**src/rtl/cfsr_prpg_if.sv**
```systemverilog
// Control and pattern bus between the BIST controller and the pattern generator.
interface cfsr_prpg_if #(
    parameter int unsigned WIDTH = 4
);
    logic             mode;
    logic             start;
    logic             abort;
    logic             en;
    logic [WIDTH-1:0] seed_in;
    logic [WIDTH-1:0] pattern_out;
    logic             pattern_valid;
    logic             busy;
    logic             done;
    logic [WIDTH-1:0] state_out;

    modport master (
        output mode, start, abort, en, seed_in,
        input  pattern_out, pattern_valid, busy, done, state_out
    );

    modport slave (
        input  mode, start, abort, en, seed_in,
        output pattern_out, pattern_valid, busy, done, state_out
    );
endinterface

```
**src/rtl/cfsr_prpg.sv**
```systemverilog
// BIST pattern generator: Fibonacci LFSR / complete-feedback shift register with
// seed loading, a pattern-count-bounded session FSM and optional output reorder.
module cfsr_prpg #(
    parameter int unsigned      WIDTH         = 4,
    parameter logic [WIDTH-1:0] TAPS          = WIDTH'(4'b1001),
    parameter logic [WIDTH-1:0] SEED          = WIDTH'(1),
    parameter int unsigned      PATTERN_COUNT = 16,
    parameter bit               REORDER_EN    = 1'b1
) (
    input  logic        clk,
    input  logic        rst_n,
    cfsr_prpg_if.slave  bus
);
    localparam int unsigned CW = $clog2(PATTERN_COUNT + 1);
    localparam logic [CW-1:0] LAST_CNT = CW'(PATTERN_COUNT - 1);

    typedef enum logic [1:0] {
        IDLE = 2'd0,
        RUN  = 2'd1,
        DONE = 2'd2
    } fsm_e;

    fsm_e             fsm_q, fsm_d;
    logic [WIDTH-1:0] sr_q, sr_d;
    logic [CW-1:0]    cnt_q, cnt_d;
    logic [WIDTH-1:0] pat_q, pat_d;
    logic             valid_q, valid_d;
    logic             busy_q, busy_d;
    logic             done_q, done_d;
    logic [WIDTH-1:0] seed_eff_c;

    // Complete-feedback mode injects NOR of the low bits so all-zero joins the cycle.
    function automatic logic [WIDTH-1:0] next_sr(input logic [WIDTH-1:0] s, input logic m);
        logic fb;
        fb = ^(s & TAPS);
        if (m) fb = fb ^ ~(|s[WIDTH-2:0]);
        return {s[WIDTH-2:0], fb};
    endfunction

    function automatic logic [WIDTH-1:0] reorder(input logic [WIDTH-1:0] s);
        logic [WIDTH-1:0] r;
        r = s;
        if (REORDER_EN && !s[WIDTH-1]) begin
            r[0] = s[1];
            r[1] = s[0];
        end
        return r;
    endfunction

    // An all-zero seed would lock a plain LFSR, so substitute the reset seed.
    always_comb begin
        seed_eff_c = bus.seed_in;
        if (!bus.mode && (bus.seed_in == '0)) seed_eff_c = SEED;
    end

    always_comb begin
        fsm_d   = fsm_q;
        sr_d    = sr_q;
        cnt_d   = cnt_q;
        pat_d   = pat_q;
        valid_d = 1'b0;
        if (bus.abort) begin
            fsm_d = IDLE;
        end else begin
            unique case (fsm_q)
                IDLE, DONE: begin
                    if (bus.start) begin
                        sr_d  = seed_eff_c;
                        cnt_d = '0;
                        fsm_d = RUN;
                    end
                end
                RUN: begin
                    if (bus.en) begin
                        pat_d   = reorder(sr_q);
                        valid_d = 1'b1;
                        sr_d    = next_sr(sr_q, bus.mode);
                        cnt_d   = cnt_q + CW'(1);
                        if (cnt_q == LAST_CNT) fsm_d = DONE;
                    end
                end
                default: fsm_d = IDLE;
            endcase
        end
        busy_d = (fsm_d == RUN);
        done_d = (fsm_d == DONE);
    end

    always_ff @(posedge clk or negedge rst_n) begin
        if (!rst_n) begin
            fsm_q   <= IDLE;
            sr_q    <= SEED;
            cnt_q   <= '0;
            pat_q   <= '0;
            valid_q <= 1'b0;
            busy_q  <= 1'b0;
            done_q  <= 1'b0;
        end else begin
            fsm_q   <= fsm_d;
            sr_q    <= sr_d;
            cnt_q   <= cnt_d;
            pat_q   <= pat_d;
            valid_q <= valid_d;
            busy_q  <= busy_d;
            done_q  <= done_d;
        end
    end

    assign bus.pattern_out   = pat_q;
    assign bus.pattern_valid = valid_q;
    assign bus.busy          = busy_q;
    assign bus.done          = done_q;
    assign bus.state_out     = sr_q;
endmodule

```
**src/flat_wrapper.sv**
```systemverilog
// flat-port wrapper written by rule: the top's interface ports become plain ports
module cfsr_prpg_flat 
#(
    parameter int unsigned      WIDTH         = 4,
    parameter logic [WIDTH-1:0] TAPS          = WIDTH'(4'b1001),
    parameter logic [WIDTH-1:0] SEED          = WIDTH'(1),
    parameter int unsigned      PATTERN_COUNT = 16,
    parameter bit               REORDER_EN    = 1'b1
)
  (clk, rst_n, bus_mode, bus_start, bus_abort, bus_en, bus_seed_in, bus_pattern_out, bus_pattern_valid, bus_busy, bus_done, bus_state_out);
  cfsr_prpg_if #(.WIDTH(WIDTH)) bus_i ();
  input  logic clk;
  input  logic rst_n;
  input wire logic [$bits(bus_i.mode)-1:0] bus_mode;
  input wire logic [$bits(bus_i.start)-1:0] bus_start;
  input wire logic [$bits(bus_i.abort)-1:0] bus_abort;
  input wire logic [$bits(bus_i.en)-1:0] bus_en;
  input wire logic [$bits(bus_i.seed_in)-1:0] bus_seed_in;
  output wire logic [$bits(bus_i.pattern_out)-1:0] bus_pattern_out;
  output wire logic [$bits(bus_i.pattern_valid)-1:0] bus_pattern_valid;
  output wire logic [$bits(bus_i.busy)-1:0] bus_busy;
  output wire logic [$bits(bus_i.done)-1:0] bus_done;
  output wire logic [$bits(bus_i.state_out)-1:0] bus_state_out;
  assign bus_i.mode = bus_mode;
  assign bus_i.start = bus_start;
  assign bus_i.abort = bus_abort;
  assign bus_i.en = bus_en;
  assign bus_i.seed_in = bus_seed_in;
  assign bus_pattern_out = bus_i.pattern_out;
  assign bus_pattern_valid = bus_i.pattern_valid;
  assign bus_busy = bus_i.busy;
  assign bus_done = bus_i.done;
  assign bus_state_out = bus_i.state_out;
  cfsr_prpg #(.WIDTH(WIDTH), .TAPS(TAPS), .SEED(SEED), .PATTERN_COUNT(PATTERN_COUNT), .REORDER_EN(REORDER_EN)) u_core (.clk(clk), .rst_n(rst_n), .bus(bus_i));
endmodule
```
**config.mk**
```make
export PLATFORM = sky130hd
export DESIGN_NAME = cfsr_prpg_flat
export DESIGN_NICKNAME = d
export VERILOG_FILES = /design/src/rtl/cfsr_prpg_if.sv /design/src/rtl/cfsr_prpg.sv /design/src/flat_wrapper.sv
export SDC_FILE = /design/constraint.sdc
export NUM_CORES = 1
export LEC_CHECK = 0
export ABC_AREA = 1
export BUFFER_PORTS_ARGS = -buffer_cell sky130_fd_sc_hd__buf_2
export CORE_MARGIN = 4
export CORE_UTILIZATION = 40
export CTS_BUF_LIST = sky130_fd_sc_hd__clkbuf_4 sky130_fd_sc_hd__clkbuf_8
export DETAILED_ROUTE_END_ITERATION = 10
export MAX_ROUTING_LAYER = met4
export SYNTH_ARGS = -nofsm -noshare
export SYNTH_HDL_FRONTEND = slang
export SYNTH_SLANG_ARGS = --single-unit
```
**constraint.sdc**
```tcl
create_clock -name clk -period 1.6 [get_ports clk]
set_clock_uncertainty 0.1 [all_clocks]
set_input_delay 0.08 -clock clk [delete_from_list [all_inputs] [get_ports clk]]
set_output_delay 0.08 -clock clk [all_outputs]
set_load 0.01 [all_outputs]
```
==> results.md <==
- Die H: 55.33 um
- Mapped Avg Cell Area: 8.219 um^2
- RD Place Congestion: 0.7737
- Post-CTS setup buffers: 0
- Worst Path Max Fanout: 12
- Post-Syn Nets: 121
- Initial Utilization: approximately 44%
- Synth cell count leaders: nand2_1 (37), dfrtp_1 (17), inv_1 (11)
- TritonCTS clock tree: done
- Die width: 55.33 um
- Max-cap viol count: 0
- Max clock buf depth: 2
- Initial antenna violation count: 0
- Residual DRC: 0
- CP Class: input port to flip-flop
- HPWL after DPL: 1292 um
- CP endpoint kind: flip-flop
- Total Routing Usage GR: between 10% and 20%
- Worst rel slew slack: 73.89%
- Post-route minimum period: 1.376 ns
- Cell taking the most area after synthesis: dfrtp_1
- CORE AREA: 0.002042 mm^2
- Synthesized cell area: 895.9 um^2
- Die area: 0.003061 mm^2
- CTS root buffer: clkbuf_4
- Reg clk slew, reported paths: around 0.10 ns
- Via count: 740
- Synth Flop Type: dfrtp_1
- 1st-iter DRT viols: 12
- Vias in the first global route: 723
- First-pass GRT wire length: 3201 um
- Startpoint types: input port
- TNS Setup: 0 ns
- TritonCTS buffer count: 3
- IO Pins: 21
- Worst slew pin tran: 0.3916 ns
- Routed length per instance: between 10 and 15 um
- Worst min path class: input port to flip-flop
- Final Max Tran Viols: 0
- Layout cells sized above 1: 22.79%
- Crit path DAT: ~1.5 ns
- Routed vias/inst: 4.540
- Antenna Nets Post-Route: 0
- Flops & latches, synth: 18
- Largest net degree at the start of global routing: 19
- RSZ-0062 raised after global routing: false
- Final-stage net count: 149
- First drt pass iteration count: 4
- Area contributors post-synth: dfrtp_1 (47%), nand2_1 (16%), inv_1 (4.6%), o21ai_0 (4.5%), nor2_1 (4.2%)
- Count leader, synth: nand2_1
- Port-buffer cells: 20
- Seq/Total Area, Yosys: about half
- H-tree depth: 1
- Status: completed
- Gate Count Post-Synth: between 100 and 150
- Area share of the largest cell type after synthesis: 47.49%
- Critical path data required time: 1.68 ns
- Post-synth EDFFs: 0
- Synth-to-layout area growth: 21.51%
- Pleak: 0.5886 nW
- Total length of routed wires: 1684 um
- Fmax: 726.9 MHz
- Final setup fails: 0
- Diode count: 0
- Power Dens Cells: 1019 mW/mm^2
- Clock sink total: 18
- Hold Vio Cnt, Final: 0
- Unique masters post-synth: 18
- Final core utilization: approximately 53%
- Site Rows: 16
- Peak VDD IR: 0.5375 mV
- Async S/R FF share, synth: 100.0%
- YS warnings: 0
- Tcrit/Tclk final: a little under nine tenths
- Skew-Pair Late Insertion Delay: 0.29 ns
- Total gr overflow: 0
[power by group]
part / internal (mW) / total [mW] / switching (mW)
clock: 0.114 / 0.246 / 0.132
sequential: 0.528 / 0.574 / 0.0467
combinational: 0.117 / 0.289 / 0.172
[flip-flops by register name, summed over array words and instances, names as in the netlist]
signal	cells
u_core.bus.busy	1
u_core.cnt_q	5
u_core.bus.pattern_valid	1
u_core.bus.state_out	4
u_core.bus.pattern_out	4
u_core.fsm_q	2
u_core.bus.done	1
[cell type report]
cell class                      instances  area [um^2]
Fill cell                             208        953.4
Sequential cell                        18        451.7
Inverter                               13        50.05
Timing Repair Buffer                   24        140.1
Multi-Input combinational cell         77        382.9
Clock buffer                            4        30.03
Tap cell                               27        33.78
[final timing paths]
| path | startpoint | to | depth (start not counted) | slack (ns) |
|---|---|---|---|---|
| min in group asynchronous | rst_n | u_core.bus.pattern_out[3] | 2 | 0.13 |
| worst min-delay path | bus_seed_in[3] | u_core.bus.state_out[3] | 5 | 0.03 |
| worst min register to register | u_core.bus.pattern_out[1] | u_core.bus.pattern_out[1] | 2 | 0.38 |
| max in group asynchronous | rst_n | u_core.bus.state_out[0] | 2 | 0.95 |
| worst max-delay path | bus_abort | u_core.cnt_q[2] | 8 | 0.22 |
| worst max register to register | u_core.cnt_q[0] | u_core.fsm_q[0] | 7 | 0.23 |
[placed cells by master, fill, tap and decap left out]
cell and n:
a21oi_1 5, o22ai_2 1, clkbuf_4 4, xor2_1 1, o21ai_0 8, o21ai_1 4
nand2_1 37, nand2_4 2, nand3b_1 1, buf_2 20, nand3_1 5, clkinv_2 1
dfrtp_1 17, ha_1 2, dfstp_2 1, inv_2 1, nor2_1 10, dlygate4sd3_1 4
inv_1 11, nor2_8 1
[critical path, stage by stage]
cell           delay (ns)
dlygate4sd3_1        0.53
buf_2                0.15
nor2_1               0.18
nand2_4              0.15
nand2_4              0.14
inv_1                0.09
nand2_1              0.06
nand2_1              0.06
[per-layer routing]
layer | up-vias | GRT usage [%] | routed length (um)
met3 | 2 | 5.361 | 97
met1 | 326 | 17.37 | 829
met2 | 15 | 18.75 | 744
met4 | 0 | 3.125 | 12
li1 | 397 | - | -
met5 | - | - | 0
[kinds of logic (layout without fill, tap and decap cells)]
group	after synthesis	after routing	synth area share, %
and+or+nand+nor	56	56	28.07
AOI/OAI and AO/OA	18	18	10.89
DFF	18	18	50.42
buffers and inverters	14	41	6.843
adders and majority gates	2	2	2.793
xor gates and xnor gates	1	1	0.9778
[what timing repair did]
item	CTS	global route
hold buffers	4	0
setup endpoints to repair	0	0
endpoints found under the hold margin	22	0
gates resized for setup	0	0
[metrics by stage]
stage,cells,total power [mW],cell area (um^2),setup slack (ns),hold WS (ns)
5_1_grt,163,1.203,1089,0.07434,0.06269
6_report,163,1.109,1089,0.2243,0.03101
2_1_floorplan,109,0.7532,895.9,0.3191,-0.3156
3_3_place_gp,155,0.8658,1018,0.2791,-0.07346
3_5_place_dp,155,0.8701,1018,0.2492,-0.07270
4_1_cts,163,1.127,1089,0.2190,0.02085
No activity file was read; power rests on OpenSTA's default activity.
